[src/rtl/icache_pkg.sv]
// Shared definitions for the N-way instruction cache: default geometry,
// FSM state encodings and address-field helpers.
// Optional performance counters in the top are enabled by ICACHE_PERF_CNT_EN.
package icache_pkg;

    localparam int WORD_BYTES     = 4;
    localparam int DEF_CACHE_SIZE = 64;
    localparam int DEF_NUM_WAYS   = 4;
    localparam int DEF_NUM_BLOCKS = 2;

    // Derived geometry of the default configuration
    localparam int LINE_BYTES = DEF_NUM_BLOCKS * WORD_BYTES;
    localparam int NUM_SETS   = DEF_CACHE_SIZE / (DEF_NUM_WAYS * LINE_BYTES);
    localparam int OFFSET_W   = $clog2(DEF_NUM_BLOCKS);
    localparam int INDEX_W    = $clog2(NUM_SETS);
    localparam int TAG_W      = 32 - 2 - OFFSET_W - INDEX_W;

    // Controller states
    localparam logic [1:0] ST_IDLE   = 2'd0;
    localparam logic [1:0] ST_LOOKUP = 2'd1;
    localparam logic [1:0] ST_FILL   = 2'd2;

    // Signal width for a field that may be zero bits wide
    function automatic int width_of(input int n);
        return (n > 1) ? $clog2(n) : 1;
    endfunction

    // Extract addr[lsb +: width], zero-extended; a zero width yields 0
    function automatic logic [31:0] addr_field(input logic [31:0] addr,
                                               input int lsb, input int width);
        logic [31:0] mask;
        mask = (width >= 32) ? 32'hFFFF_FFFF : ((32'h1 << width) - 32'h1);
        return (addr >> lsb) & mask;
    endfunction

endpackage

[src/rtl/icache_nway_plru_plru_tree.sv]
// Combinational tree pseudo-LRU for one set: picks the victim way and
// computes the node bits after an access. A node bit of 1 points right.
module plru_tree
    import icache_pkg::*;
#(
    parameter int NUM_WAYS = 4,
    parameter int PLRU_W   = (NUM_WAYS > 1) ? NUM_WAYS - 1 : 1,
    parameter int WAY_W    = width_of(NUM_WAYS)
) (
    input  logic [PLRU_W-1:0] bits,
    input  logic [WAY_W-1:0]  access_way,
    output logic [PLRU_W-1:0] next_bits,
    output logic [WAY_W-1:0]  victim
);

    if (NUM_WAYS == 1) begin : g_single
        logic unused_way;
        assign unused_way = ^access_way;
        assign next_bits  = bits;
        assign victim     = '0;
    end else begin : g_tree
        localparam int LEVELS = $clog2(NUM_WAYS);

        // Follow the node pointers from the root down to a leaf
        always_comb begin
            int node;
            victim = '0;
            node   = 0;
            for (int lvl = 0; lvl < LEVELS; lvl++) begin
                victim[LEVELS-1-lvl] = bits[node];
                node = 2 * node + 1 + (bits[node] ? 1 : 0);
            end
        end

        // Point every node on the accessed path away from the accessed half
        always_comb begin
            int node;
            next_bits = bits;
            node      = 0;
            for (int lvl = 0; lvl < LEVELS; lvl++) begin
                next_bits[node] = ~access_way[LEVELS-1-lvl];
                node = 2 * node + 1 + (access_way[LEVELS-1-lvl] ? 1 : 0);
            end
        end
    end

endmodule

[src/rtl/icache_nway_plru.sv]
// N-way set-associative instruction cache with tree pseudo-LRU replacement,
// word-serial line fill and a single-cycle invalidate-all flush.
// Define ICACHE_PERF_CNT_EN to add debug_miss, perf_hits and perf_misses.
module icache_nway_plru
    import icache_pkg::*;
#(
    parameter int CACHE_SIZE = 64,
    parameter int NUM_WAYS   = 4,
    parameter int NUM_BLOCKS = 2,
    parameter int BLOCK_SIZE = 4
) (
    input  logic        clk,
    input  logic        reset,
    input  logic        flush,
    input  logic        proc_valid,
    output logic        proc_ready,
    input  logic [31:0] proc_addr,
    output logic [31:0] proc_rdata,
    output logic        mem_req_valid,
    input  logic        mem_req_ready,
    output logic [31:0] mem_req_addr,
    input  logic [31:0] mem_req_rdata
`ifdef ICACHE_PERF_CNT_EN
    ,
    output logic        debug_miss,
    output logic [31:0] perf_hits,
    output logic [31:0] perf_misses
`endif
);

    localparam int LINE_B   = NUM_BLOCKS * BLOCK_SIZE;
    localparam int SETS     = CACHE_SIZE / (NUM_WAYS * LINE_B);
    localparam int OFF_BITS = $clog2(NUM_BLOCKS);
    localparam int IDX_BITS = $clog2(SETS);
    localparam int TAG_BITS = 32 - 2 - OFF_BITS - IDX_BITS;
    localparam int OFF_W    = width_of(NUM_BLOCKS);
    localparam int IDX_W    = width_of(SETS);
    localparam int WAY_W    = width_of(NUM_WAYS);
    localparam int PLRU_W   = (NUM_WAYS > 1) ? NUM_WAYS - 1 : 1;
    localparam logic [OFF_W-1:0] LAST_BEAT = OFF_W'(NUM_BLOCKS - 1);

    logic [1:0]          state;
    logic [31:0]         req_addr;
    logic [OFF_W-1:0]    beat;
    logic [WAY_W-1:0]    fill_way;
    logic                flush_pending;

    logic [31:0]         data_mem  [SETS][NUM_WAYS][NUM_BLOCKS];
    logic [TAG_BITS-1:0] tag_mem   [SETS][NUM_WAYS];
    logic [NUM_WAYS-1:0] valid_mem [SETS];
    logic [PLRU_W-1:0]   plru_mem  [SETS];

    logic [31:0]         off_field, idx_field, tag_field, line_base;
    logic [OFF_W-1:0]    req_off;
    logic [IDX_W-1:0]    req_idx;
    logic [TAG_BITS-1:0] req_tag;
    logic                hit, any_invalid;
    logic [WAY_W-1:0]    hit_way, inv_way, victim_way, access_way, plru_victim;
    logic [PLRU_W-1:0]   plru_next;
    logic                unused_bits;

    assign off_field = addr_field(req_addr, 2, OFF_BITS);
    assign idx_field = addr_field(req_addr, 2 + OFF_BITS, IDX_BITS);
    assign tag_field = addr_field(req_addr, 2 + OFF_BITS + IDX_BITS, TAG_BITS);
    assign req_off   = off_field[OFF_W-1:0];
    assign req_idx   = idx_field[IDX_W-1:0];
    assign req_tag   = tag_field[TAG_BITS-1:0];
    assign line_base = req_addr & ~32'(LINE_B - 1);
    assign unused_bits = ^{off_field[31:OFF_W], idx_field[31:IDX_W],
                           tag_field[31:TAG_BITS]};

    // Tag compare across the set, plus the lowest-index invalid way
    always_comb begin
        hit         = 1'b0;
        hit_way     = '0;
        any_invalid = 1'b0;
        inv_way     = '0;
        for (int w = NUM_WAYS - 1; w >= 0; w--) begin
            if (valid_mem[req_idx][w] && tag_mem[req_idx][w] == req_tag) begin
                hit     = 1'b1;
                hit_way = WAY_W'(w);
            end
            if (!valid_mem[req_idx][w]) begin
                any_invalid = 1'b1;
                inv_way     = WAY_W'(w);
            end
        end
    end

    assign victim_way = any_invalid ? inv_way : plru_victim;
    assign access_way = (state == ST_FILL) ? fill_way : hit_way;

    // One shared tree instance serves whichever set is being accessed
    plru_tree #(.NUM_WAYS(NUM_WAYS)) u_plru (
        .bits       (plru_mem[req_idx]),
        .access_way (access_way),
        .next_bits  (plru_next),
        .victim     (plru_victim)
    );

    // Data and tag storage; not reset because valid_mem gates every use
    always_ff @(posedge clk) begin
        if (!reset && state == ST_FILL && mem_req_valid && mem_req_ready) begin
            data_mem[req_idx][fill_way][beat] <= mem_req_rdata;
            if (beat == LAST_BEAT) begin
                tag_mem[req_idx][fill_way] <= req_tag;
            end
        end
    end

    // Controller: accept, look up, fill, and apply immediate or deferred flush
    always_ff @(posedge clk) begin
        if (reset) begin
            state         <= ST_IDLE;
            proc_ready    <= 1'b0;
            proc_rdata    <= '0;
            mem_req_valid <= 1'b0;
            mem_req_addr  <= '0;
            req_addr      <= '0;
            beat          <= '0;
            fill_way      <= '0;
            flush_pending <= 1'b0;
            for (int s = 0; s < SETS; s++) begin
                valid_mem[s] <= '0;
                plru_mem[s]  <= '0;
            end
        end else begin
            proc_ready <= 1'b0;
            case (state)
                ST_IDLE: begin
                    if (flush || flush_pending) begin
                        flush_pending <= 1'b0;
                        for (int s = 0; s < SETS; s++) begin
                            valid_mem[s] <= '0;
                            plru_mem[s]  <= '0;
                        end
                    end
                    if (proc_valid && !proc_ready) begin
                        req_addr <= proc_addr;
                        state    <= ST_LOOKUP;
                    end
                end
                ST_LOOKUP: begin
                    flush_pending <= flush_pending | flush;
                    if (hit) begin
                        proc_ready        <= 1'b1;
                        proc_rdata        <= data_mem[req_idx][hit_way][req_off];
                        plru_mem[req_idx] <= plru_next;
                        state             <= ST_IDLE;
                    end else begin
                        fill_way      <= victim_way;
                        beat          <= '0;
                        mem_req_valid <= 1'b1;
                        mem_req_addr  <= line_base;
                        state         <= ST_FILL;
                    end
                end
                ST_FILL: begin
                    flush_pending <= flush_pending | flush;
                    if (mem_req_valid && mem_req_ready) begin
                        if (beat == LAST_BEAT) begin
                            mem_req_valid               <= 1'b0;
                            valid_mem[req_idx][fill_way] <= 1'b1;
                            plru_mem[req_idx]           <= plru_next;
                            proc_ready                  <= 1'b1;
                            proc_rdata <= (beat == req_off) ? mem_req_rdata
                                        : data_mem[req_idx][fill_way][req_off];
                            state                       <= ST_IDLE;
                        end else begin
                            beat         <= beat + OFF_W'(1);
                            mem_req_addr <= line_base | (32'(beat + OFF_W'(1)) << 2);
                        end
                    end
                end
                default: state <= ST_IDLE;
            endcase
        end
    end

`ifdef ICACHE_PERF_CNT_EN
    // Saturating hit/miss counters, cleared only by reset
    always_ff @(posedge clk) begin
        if (reset) begin
            debug_miss  <= 1'b0;
            perf_hits   <= '0;
            perf_misses <= '0;
        end else begin
            debug_miss <= (state == ST_LOOKUP) && !hit;
            if (state == ST_LOOKUP && hit && perf_hits != '1) begin
                perf_hits <= perf_hits + 32'd1;
            end
            if (state == ST_LOOKUP && !hit && perf_misses != '1) begin
                perf_misses <= perf_misses + 32'd1;
            end
        end
    end
`endif

endmodule
[config.mk]
export PLATFORM = sky130hd
export DESIGN_NAME = icache_nway_plru
export DESIGN_NICKNAME = d
export VERILOG_FILES = /design/src/rtl/icache_pkg.sv /design/src/rtl/icache_nway_plru_plru_tree.sv /design/src/rtl/icache_nway_plru.sv
export SDC_FILE = /design/constraint.sdc
export NUM_CORES = 1
export LEC_CHECK = 0
export CAP_MARGIN = 20
export CELL_PAD_IN_SITES_DETAIL_PLACEMENT = 1
export CELL_PAD_IN_SITES_GLOBAL_PLACEMENT = 1
export CORE_MARGIN = 5
export CORE_UTILIZATION = 38
export CTS_CLUSTER_DIAMETER = 120
export DETAILED_ROUTE_END_ITERATION = 12
export GPL_ROUTABILITY_DRIVEN = 0
export GPL_TIMING_DRIVEN = 0
export HOLD_SLACK_MARGIN = 0.08
export PLACE_DENSITY_LB_ADDON = 0.1
export SETUP_SLACK_MARGIN = 0.1
export SLEW_MARGIN = 0
export SYNTH_ARGS = -nofsm -noshare
export SYNTH_HDL_FRONTEND = slang
export SYNTH_SLANG_ARGS = --single-unit
[constraint.sdc]
create_clock -name clk -period 4.5 [get_ports clk]
set_input_delay 0.9 -clock clk [delete_from_list [all_inputs] [get_ports clk]]
set_output_delay 0.9 -clock clk [all_outputs]
set_load 0.01 [all_outputs]
# --- Word-level counts from Yosys, hierarchy flattened ---
# Memory sizes are Yosys's and may differ from the RTL's. A register that Yosys moved wholly into a read port is not among the register bits.
# Cells that the tools add are included.
op_classes:
  n_addsub: 4
  n_lt_le_gt_ge: 11
  n_eq_ne: 14
  mux: 110
  n_bitwise: 14
  reduce_logical: 30
op_table:
  columns: ["op", "count"]
  rows:
  - ["32-bit 2-to-1 mux", 14]
  - ["64-bit 2-to-1 mux", 5]
  - ["64-bit binary-select mux with 2-bit select", 2]
  - ["256-bit 2-to-1 mux", 1]
  - ["64-bit demux with 2-bit select", 1]
  - ["32-bit case mux with 2 select lines", 2]
  - ["28-bit == test", 4]
  - ["112-bit 2-to-1 mux", 1]
  - ["2-bit by 32-bit adder with 32-bit output (first input constant)", 2]
  - ["32-bit by 4-bit less-than comparator with 1-bit output (second input constant)", 2]
  - ["28-bit demux with 2-bit select", 1]
  - ["1-bit 2-to-1 mux", 49]
  - ["32-bit demux with 1-bit select", 1]
  - ["32-bit by 1-bit >= comparator with 1-bit output (second input constant)", 1]
  - ["32-bit by 4-bit OR with 32-bit output", 1]
  - ["2-bit 2-to-1 mux", 14]
  - ["28-bit 2-to-1 mux", 1]
  - ["4-bit 2-to-1 mux", 5]
  - ["1-bit logical AND", 13]
  - ["3-bit 2-to-1 mux", 4]
  - ["2-bit inequality test (second input constant)", 6]
  - ["4-bit AND reduction", 3]
  - ["1-bit case mux with 2 select lines", 4]
  - ["3-bit >= comparator (second input constant)", 2]
  - ["28 further kinds", 44]
totals:
  ff_bits: 104
  ramBits: 750
  out_inout_bits: 66
  memories: 4
memory_table:
  columns: ["name", "words", "width", "rd", "rd_clocked_by_memory_dff", "write_ports", "line_no", "rtl"]
  rows:
  - ["data_mem", 2, 256, 1, 1, 1, "icache_nway_plru.sv:48", "logic [31:0] data_mem [SETS][NUM_WAYS][NUM_BLOCKS];"]
  - ["tag_mem", 2, 112, 1, 1, 1, "icache_nway_plru.sv:49", "logic [TAG_BITS-1:0] tag_mem [SETS][NUM_WAYS];"]
  - ["valid_mem", 2, 4, 1, 1, 2, "icache_nway_plru.sv:50", "logic [NUM_WAYS-1:0] valid_mem [SETS];"]
  - ["plru_mem", 2, 3, 1, 1, 2, "icache_nway_plru.sv:51", "logic [PLRU_W-1:0] plru_mem [SETS];"]

# --- Depth between registers and ports, before layout ---
# Gate-level depths: netlist of run 1.
depth:
  word_depth: 16
  mapped_depth: 19
  ltp_nobuf: 10

# --- Modules after synthesis ---
# From an unflattened synthesis of run 1, not the netlist that was laid out.
hier_totals:
  hier_cells: 3006
  hier_area_um2: 39557.9
by_module_without_submodules:
  columns: ["mod", "instances", "cells_each", "area_per_inst_um2"]
  rows:
  - ["icache_nway_plru", 1, 2998, 39515.4]
  - ["plru_tree", 1, 8, 42.5]

# --- Worst setup path after synthesis of run 1 ---
# OpenSTA, ideal clock, no wires.
synth_path:
  kind: "register -> register"
  start: "register fill_way[0]"
  end: "memory data_mem[0][192] (netlist bit) (enable)"
  setup_time_ns: 0.463
  t_arrival_ns: 3.670
  setup_slack_ns: 0.367
  stages_incl_launch_ff: 7
  n_path_buf: 5
  period_less_slack_ns: 4.133
  cell_sequence: "dfxtp_1 clkbuf_1 clkbuf_1 clkbuf_1 buf_1 clkbuf_1 nor3_1"
synth_via:
  elab_chain_len: 6
  elab_cells_between_ends: 7
  classes_between: "order compare (2); mux (3); bitwise (1); reduce/logical (1)"
synth_rtl:
  columns: ["item", "line_no", "rtl"]
  rows:
  - ["start, declared", "icache_nway_plru.sv:45", "logic [WAY_W-1:0] fill_way;"]
  - ["start signal, assigned", "icache_nway_plru.sv:151", "fill_way <= victim_way;"]
  - ["2-bit inverter with 3-bit output (not written as such) (*)", "icache_nway_plru.sv:104", "data_mem[req_idx][fill_way][beat] <= mem_req_rdata;"]
  - ["3-bit >= comparator (not written as such) or 3-bit by 1-bit less-than comparator with 1-bit output (tied branches)", "icache_nway_plru.sv:104", null]
  - ["1-bit logical AND (not written as such)", "icache_nway_plru.sv:104", null]
  - ["64-bit 2-to-1 mux (not written as such)", "icache_nway_plru.sv:104", null]
  - ["64-bit demux with 2-bit select (*)", "icache_nway_plru.sv:104", null]
  - ["256-bit 2-to-1 mux (not written as such) (*)", "icache_nway_plru.sv:104", null]
  - ["end, declared", "icache_nway_plru.sv:48", null]
# Every way passes the cells marked *; elsewhere a longest branch is shown, timed or not.

==> results.yml, run 1 <==
timing:
  slew-limit-headroom_pct: 19.2
  setup_ws_ps: 56.6
  slew_viol_final: 0
  rsz0062_at_grt: "yes"
  worst_pin_slew_ps: 1210
  clock.fmax_mhz: 225
  hold_viol: 0
  tns_ps: 0
  setup_violations: 0
  fin_crit_sh_pct: 98.7
  finalClockSkew_ps: 35.3
  fin_crit_ps: 4440
  holdWs_ps: 450
final_layout:
  seqCellArea_mm2: 0.0245
  final_cells: 4876
  num-fill-cells: 10600
  areaGrowthSynthToFinish_pct: 20.3
  postLayoutCellArea_mm2: 0.0478
  layout-drive-gt1-share_pct: 17.2
  fin_util_pct: 46.1
  nets: 3482
  multi_input_area_mm2: 0.0145
clocking:
  clk_path_buf_depth: 3
  htreeDepth: 3
  root_buffer: "clkbuf_16"
  clock_latency_ps: 710
  tritoncts.num_buffers: 96
  ctsHoldBuffers: 0
  clk_pin_slew_worst_paths_ps: 60
  cts_tree: "yes"
  numClockSinks: 851
yosys:
  netlist_area_mm2: 0.0398
  synthDistinctLibCells: 77
  syn_avg_cell_area_um2: 12.8
  async_flop_share_pct: 0
  synth_ff_type: "edfxtp_1"
  ys_ff_latch: 851
  syn_inst: 3109
  yosysWarnings: 0
  yosys.area.top_type: "edfxtp_1"
  synthTopCellsByArea: "edfxtp_1, mux2i_1, dfxtp_1"
  ys_seq_area_share_pct: 61.5
  synth-edff-count: 742
  yosysTopAreaCellShare_pct: 56.0
pwr:
  vdd_ir_drop_max_mv: 0.265
  p_sw_share_pct: 25.9
  pwr-share-comb_pct: 12.1
  p_clk_share_pct: 42.2
  p_switching_mw: 4.99
  internal_power_mw: 14.2
  seqPwrFrac_pct: 45.7
  power.total_mw: 19.2
  cellLeakagePower_nw: 15.3
  cellPowerDensity_mw_per_mm2: 402
drt:
  totalWireLength_mm: 165
  vias: 30300
  drt-initial-drc-count: 3119
  drtPass1Iterations: 5
  route.detailed.vias_per_inst: 6.21
  postRouteAntennaNets: 0
  drc: 0
  wl_per_cell_um: 33.9
worst_setup_path:
  crit_slowest_cell: "nor4_4"
  cp.depth: 18
  crit_arrival_ps: 5020
  required_ps: 5080
  max_stage_delay_ps: 370
  endpoint: "proc_rdata[18]"
  r2r_cells: 18
  cp_num_buf_inv: 9
  end_kind: "flop"
  worst-path-max-fanout: 10
  start_kind: "flop"
  cp_cell_sequence: "buf_6, buf_8, buf_6, buf_6, mux2i_2, xnor2_2, nor4_4, nand4_1, buf_4, a211oi_2, buf_6, buf_4, buf_4, buf_6, nand3_1, o211ai_1, a21oi_1, a32o_1"
  path_common_cell: "buf_6"
  critical-path-top-delay-family: "buffers and inverters"
  r2r_end: "proc_rdata[18]"
  r2r_slack_ps: 60
  path_class: "reg -> reg"
run:
  drv_cap: 0
grt:
  gr-total-overflow: 0
  grt_max_degree: 24
  antenna_found_initial: 6
  grt_usage_pct: 28.7
  grt_pass1_vias: 31900
  grt_first_pass_wirelength_mm: 232
placement:
  placed_cell_area_mm2: 0.0437
  dp_slack_ps: -1020
  portBuffers: 130
  dp.final_hpwl_mm: 119
  placed_cells: 4666
die:
  num_rows: 118
  start_util_pct: 38.3
  die_w_um: 334
  core_area_mm2: 0.104
  pin_count: 135
  die_area_mm2: 0.111
  die_h_um: 334
status:
  run_status: "complete, no violations"
worst_hold_path:
  min_path_type: "reg -> reg"
[synth_stat cells (22+ instances only)]
library cell,count
or3_1,26
clkbuf_1,148
nor2_1,209
mux2i_1,288
nor2b_1,22
a21oi_1,122
buf_2,54
o211ai_1,60
a31oi_1,36
nand3_1,42
nand2_1,221
nor3_1,140
mux2_2,86
o2111ai_1,34
o22ai_1,26
o21ai_0,115
a311oi_1,54
and2_1,26
xnor2_1,108
edfxtp_1,742
mux4_2,42
buf_4,34
a211oi_1,45
dfxtp_1,109
nor4_1,59
[cells in the final DEF (no fill, tap or decap), types with 22 or more instances in the layout]
| cell type | instances |
|---|---|
| nor2_4 | 24 |
| mux2i_1 | 285 |
| a211oi_1 | 45 |
| nand3_1 | 39 |
| a311oi_1 | 49 |
| buf_12 | 24 |
| mux4_2 | 42 |
| o2111ai_1 | 30 |
| nor3_1 | 133 |
| mux2_2 | 86 |
| a31oi_1 | 36 |
| nor2b_1 | 22 |
| buf_4 | 58 |
| buf_2 | 33 |
| clkbuf_16 | 97 |
| dfxtp_1 | 109 |
| clkdlybuf4s50_1 | 130 |
| or3_1 | 26 |
| a21oi_1 | 122 |
| o22ai_1 | 26 |
| buf_6 | 42 |
| nand2_1 | 218 |
| and2_1 | 26 |
| o21ai_0 | 113 |
| xnor2_1 | 101 |
| clkbuf_2 | 46 |
| edfxtp_1 | 742 |
| nor4_1 | 51 |
| nor2_1 | 188 |
| clkbuf_1 | 115 |
| o211ai_1 | 60 |
[worst reg2reg max path: stages, from the launching register on]
cell	delay, ps
dfxtp_1	330
buf_6	130
buf_8	190
buf_6	240
buf_6	250
mux2i_2	300
xnor2_2	240
nor4_4	380
nand4_1	160
buf_4	180
a211oi_2	250
buf_6	200
buf_4	230
buf_4	310
buf_6	290
nand3_1	110
o211ai_1	130
a21oi_1	150
a32o_1	270
[power by group through the flow]
stage	Sequential, mW	Combinational [mW]	Clock [mW]
global placement	8.94	2.16	0
global route	8.79	2.42	8.57
floorplan	8.92	1.19	0
detailed placement	8.95	2.22	0
CTS	8.79	2.26	8.22
finish	8.79	2.33	8.11
[final cells by class]
class	count	share of cell area, %
inverters	18	0.141
multi-input cells	1979	30.2
plain buffers	261	3.12
clock inverters	48	1.08
diodes	2	0.0105
flip-flops and latches	851	51.2
clock buffers	134	5.74
well taps	1380	3.61
repair buffers	203	4.91
[worst min-delay path by stage]
stage | from | to | slack (ps) | cells after the start
2_1_floorplan | flush_pending | flush_pending | 450 | 2
3_5_place_dp | proc_rdata[25] | proc_rdata[25] | 440 | 2
3_3_place_gp | proc_rdata[25] | proc_rdata[25] | 450 | 2
4_1_cts | proc_rdata[25] | proc_rdata[25] | 450 | 2
5_1_grt | proc_rdata[26] | proc_rdata[26] | 480 | 2
6_report | proc_rdata[26] | proc_rdata[26] | 450 | 2
[logic make-up (layout without fill, tap and decap cells)]
kind of cell | after synthesis | in the layout | synth area share [%]
flops | 851 | 851 | 61.5
simple gates | 823 | 823 | 9.82
compound gates | 624 | 624 | 10.7
mux | 416 | 416 | 12.1
buf+inv | 280 | 664 | 3.35
xor+xnor | 111 | 111 | 2.44
fa+ha+maj | 3 | 3 | 0.0944
other cells | 1 | 4 | 0.00943
[flip-flops by register name, indices dropped and copies added, names as in the netlist, 2 cells and up, named ones only]
register and cells:
data_mem 512, tag_mem 224, proc_rdata 32, mem_req_addr 30, req_addr 30, valid_mem 8
plru_mem 6, fill_way 2, state 2
[what timing repair did]
action                                  CTS  global route
buffers inserted                         22             4
endpoints found under the setup margin  718            86
gates resized for setup                 113            89
pin swaps                                22             9
[per-layer routing]
| layer | wire, um | GRT usage [%] | vias to the layer above |
|---|---|---|---|
| li1 | - | - | 12700 |
| met1 | 64600 | 36.4 | 15600 |
| met2 | 78500 | 47.3 | 1636 |
| met3 | 13700 | 5.62 | 423 |
| met4 | 8580 | 14.4 | 6 |
| met5 | 39 | 0 | - |
(Power assumes the default switching activity.)
==> run 2, diff against run 1 <==
Settings changed: ABC_AREA set to 1.
==> results.yml, run 2 <==
status:
  run_status: "complete, no violations"
final_layout:
  layout_commonest_cell: "nand2_1"
  largest_register_ffs: 512
  top_register: "data_mem"
  fin_util_pct: 45.2
  final_cell_mix: "nand2_1, edfxtp_1, nand3_1"
  num-fill-cells: 11000
  largestRegisters: "data_mem x512, tag_mem x224, proc_rdata x32"
  postLayoutCellArea_mm2: 0.0453
  nets: 4092
  layout-drive-gt1-share_pct: 8.15
  areaGrowthSynthToFinish_pct: 18.3
placement:
  dp.final_hpwl_mm: 114
  placed_cell_area_mm2: 0.0421
  portBuffers: 130
yosys:
  synthTopCellsByArea: "edfxtp_1, nand2_1, nand3_1"
  ys_ff_latch: 851
  ys_top_cells_by_count: "nand2_1, edfxtp_1, nand3_1, nor2_1, mux2i_1"
  ys_seq_area_share_pct: 63.9
  yosys.area.top_type: "edfxtp_1"
  synth_ff_type: "edfxtp_1"
  yosysWarnings: 0
  syn_inst: 3757
  synthDistinctLibCells: 46
  synth.most_common_cell: "nand2_1"
  async_flop_share_pct: 0
  synth-edff-count: 742
  syn_avg_cell_area_um2: 10.2
  netlist_area_mm2: 0.0383
  yosysTopAreaCellShare_pct: 58.2
worst_setup_path:
  r2r_end: "proc_rdata[12]"
  worst-path-max-fanout: 15
  end_kind: "flop"
  start_kind: "flop"
  startpoint: "req_addr[13]"
  path_class: "reg -> reg"
  r2r_slack_ps: 240
  endpoint: "proc_rdata[12]"
  crit_arrival_ps: 4840
  timing.rr.start: "req_addr[13]"
  r2r_cells: 18
  required_ps: 5070
drt:
  postRouteAntennaNets: 0
  drtPass1Iterations: 6
  drc: 0
  route.detailed.vias_per_inst: 5.76
  vias: 31100
  wl_per_cell_um: 30.3
  totalWireLength_mm: 164
  drt-initial-drc-count: 3230
grt:
  grt_max_degree: 26
  antenna_found_initial: 3
  grt_usage_pct: 29.7
  gr-total-overflow: 0
  grt_first_pass_wirelength_mm: 227
  grt_pass1_vias: 30900
clocking:
  cts_resized: 0
  post_cts_buffers: 0
  tritoncts.num_buffers: 94
  root_buffer: "clkbuf_16"
  numClockSinks: 851
  ctsHoldBuffers: 0
  clk_path_buf_depth: 3
  htreeDepth: 3
  clk_pin_slew_worst_paths_ps: 60
  clock_latency_ps: 690
  cts_tree: "yes"
die:
  die_w_um: 327
  num_rows: 116
  start_util_pct: 38.2
  die_area_mm2: 0.107
  pin_count: 135
  core_area_mm2: 0.100
  die_h_um: 327
timing:
  setup_violations: 0
  rsz0062_at_grt: "no"
  worst_pin_slew_ps: 1230
  finalClockSkew_ps: 35.7
  clock.fmax_mhz: 235
  hold_viol: 0
  fin_crit_ps: 4260
  slew-limit-headroom_pct: 18.2
  fin_crit_sh_pct: 94.7
  slew_viol_final: 0
pwr:
  cellPowerDensity_mw_per_mm2: 574
  vdd_ir_drop_max_mv: 0.369
  cellLeakagePower_nw: 17.1
worst_hold_path:
  min_path_type: "reg -> reg"
run:
  drv_cap: 0
## run 2: changes by cell type in the layout (fill, tap and decap cells not counted), sizes merged, moves of 42 or more
| cell | before | now |
|---|---|---|
| nor3 | 140 | 14 |
| mux2 | 86 | 0 |
| inv | 22 | 167 |
| nand3 | 42 | 450 |
| clkbuf | 285 | 216 |
| o211ai | 63 | 14 |
| o22ai | 26 | 74 |
| xnor2 | 108 | 0 |
| nor4 | 60 | 0 |
| a311oi | 54 | 0 |
| nand2 | 221 | 1199 |
| mux4 | 42 | 0 |
| mux2i | 288 | 168 |
## run 2: worst min path at each step
stage,slack [ps],cells past startpoint,startpoint,to
global route,510,2,valid_mem[1][1],valid_mem[1][1]
global placement,440,2,valid_mem[0][0],valid_mem[0][0]
floorplan,420,2,valid_mem[0][0],valid_mem[0][0]
detailed placement,450,2,valid_mem[1][2],valid_mem[1][2]
CTS,480,2,valid_mem[0][1],valid_mem[0][1]
finish,480,2,valid_mem[1][0],valid_mem[1][0]
## run 2: stage by stage
stage,cells,worst slack (ps),TNS (ps),hold WS [ps],total power [mW]
2_1_floorplan,3758,1060,0,423,14.0
3_3_place_gp,5186,-2130,-1233650,438,17.9
3_5_place_dp,5220,431,0,454,18.0
4_1_cts,5395,428,0,484,26.0
5_1_grt,5397,172,0,507,27.0
6_report,5401,239,0,485,26.0
## run 2: per-layer routing
metal	part of all wire (%)	up-vias	GRT usage, %	wire [um]
met4	5.7	0	14.7	9400
met2	47	1359	49.7	77600
met3	7.5	393	5.97	12300
li1	-	13600	-	-
met1	39	15700	36.8	64200
met5	0	-	0	0
## run 2: critical path: stages, from the launching register on
cell	delay, ps
dfxtp_1	800
inv_1	400
nand3_1	300
nand2_1	80
inv_1	50
nand2_1	40
nor2_1	300
nand2_1	110
nor2_1	110
nand2_1	70
nand2_1	180
nand2_2	140
nand2_2	110
clkbuf_1	870
nand2_1	150
nand3_1	140
nand3_1	100
nand3_1	140
a21oi_1	80
## run 2: cell families after synthesis
logic type      after synthesis  share of synthesized area (%)
flops                       851                           63.9
buf+inv                     372                           4.30
fa+ha+maj                     3                         0.0980
compound gates              396                           5.88
other cells                   1                        0.00979
xor+xnor                     12                          0.274
simple gates               1954                           21.2
mux                         168                           4.39
## run 2: area by class of cell
cell class | instances | area [um^2] | area share, %
sequential | 851 | 24500 | 54.0
multi-input combinational | 2535 | 12400 | 27.3
clock buffer | 136 | 2700 | 5.95
timing repair buffer | 166 | 2040 | 4.51
tap | 1298 | 1620 | 3.59
buffer | 202 | 1010 | 2.22
inverter | 170 | 638 | 1.41
clock inverter | 39 | 442 | 0.975
antenna | 4 | 10.0 | 0.0221
## run 2: power by group
part / internal [mW] / switching, mW
Sequential: 9.08 / 0.617
Combinational: 2.36 / 5.99
Clock: 4.67 / 3.27
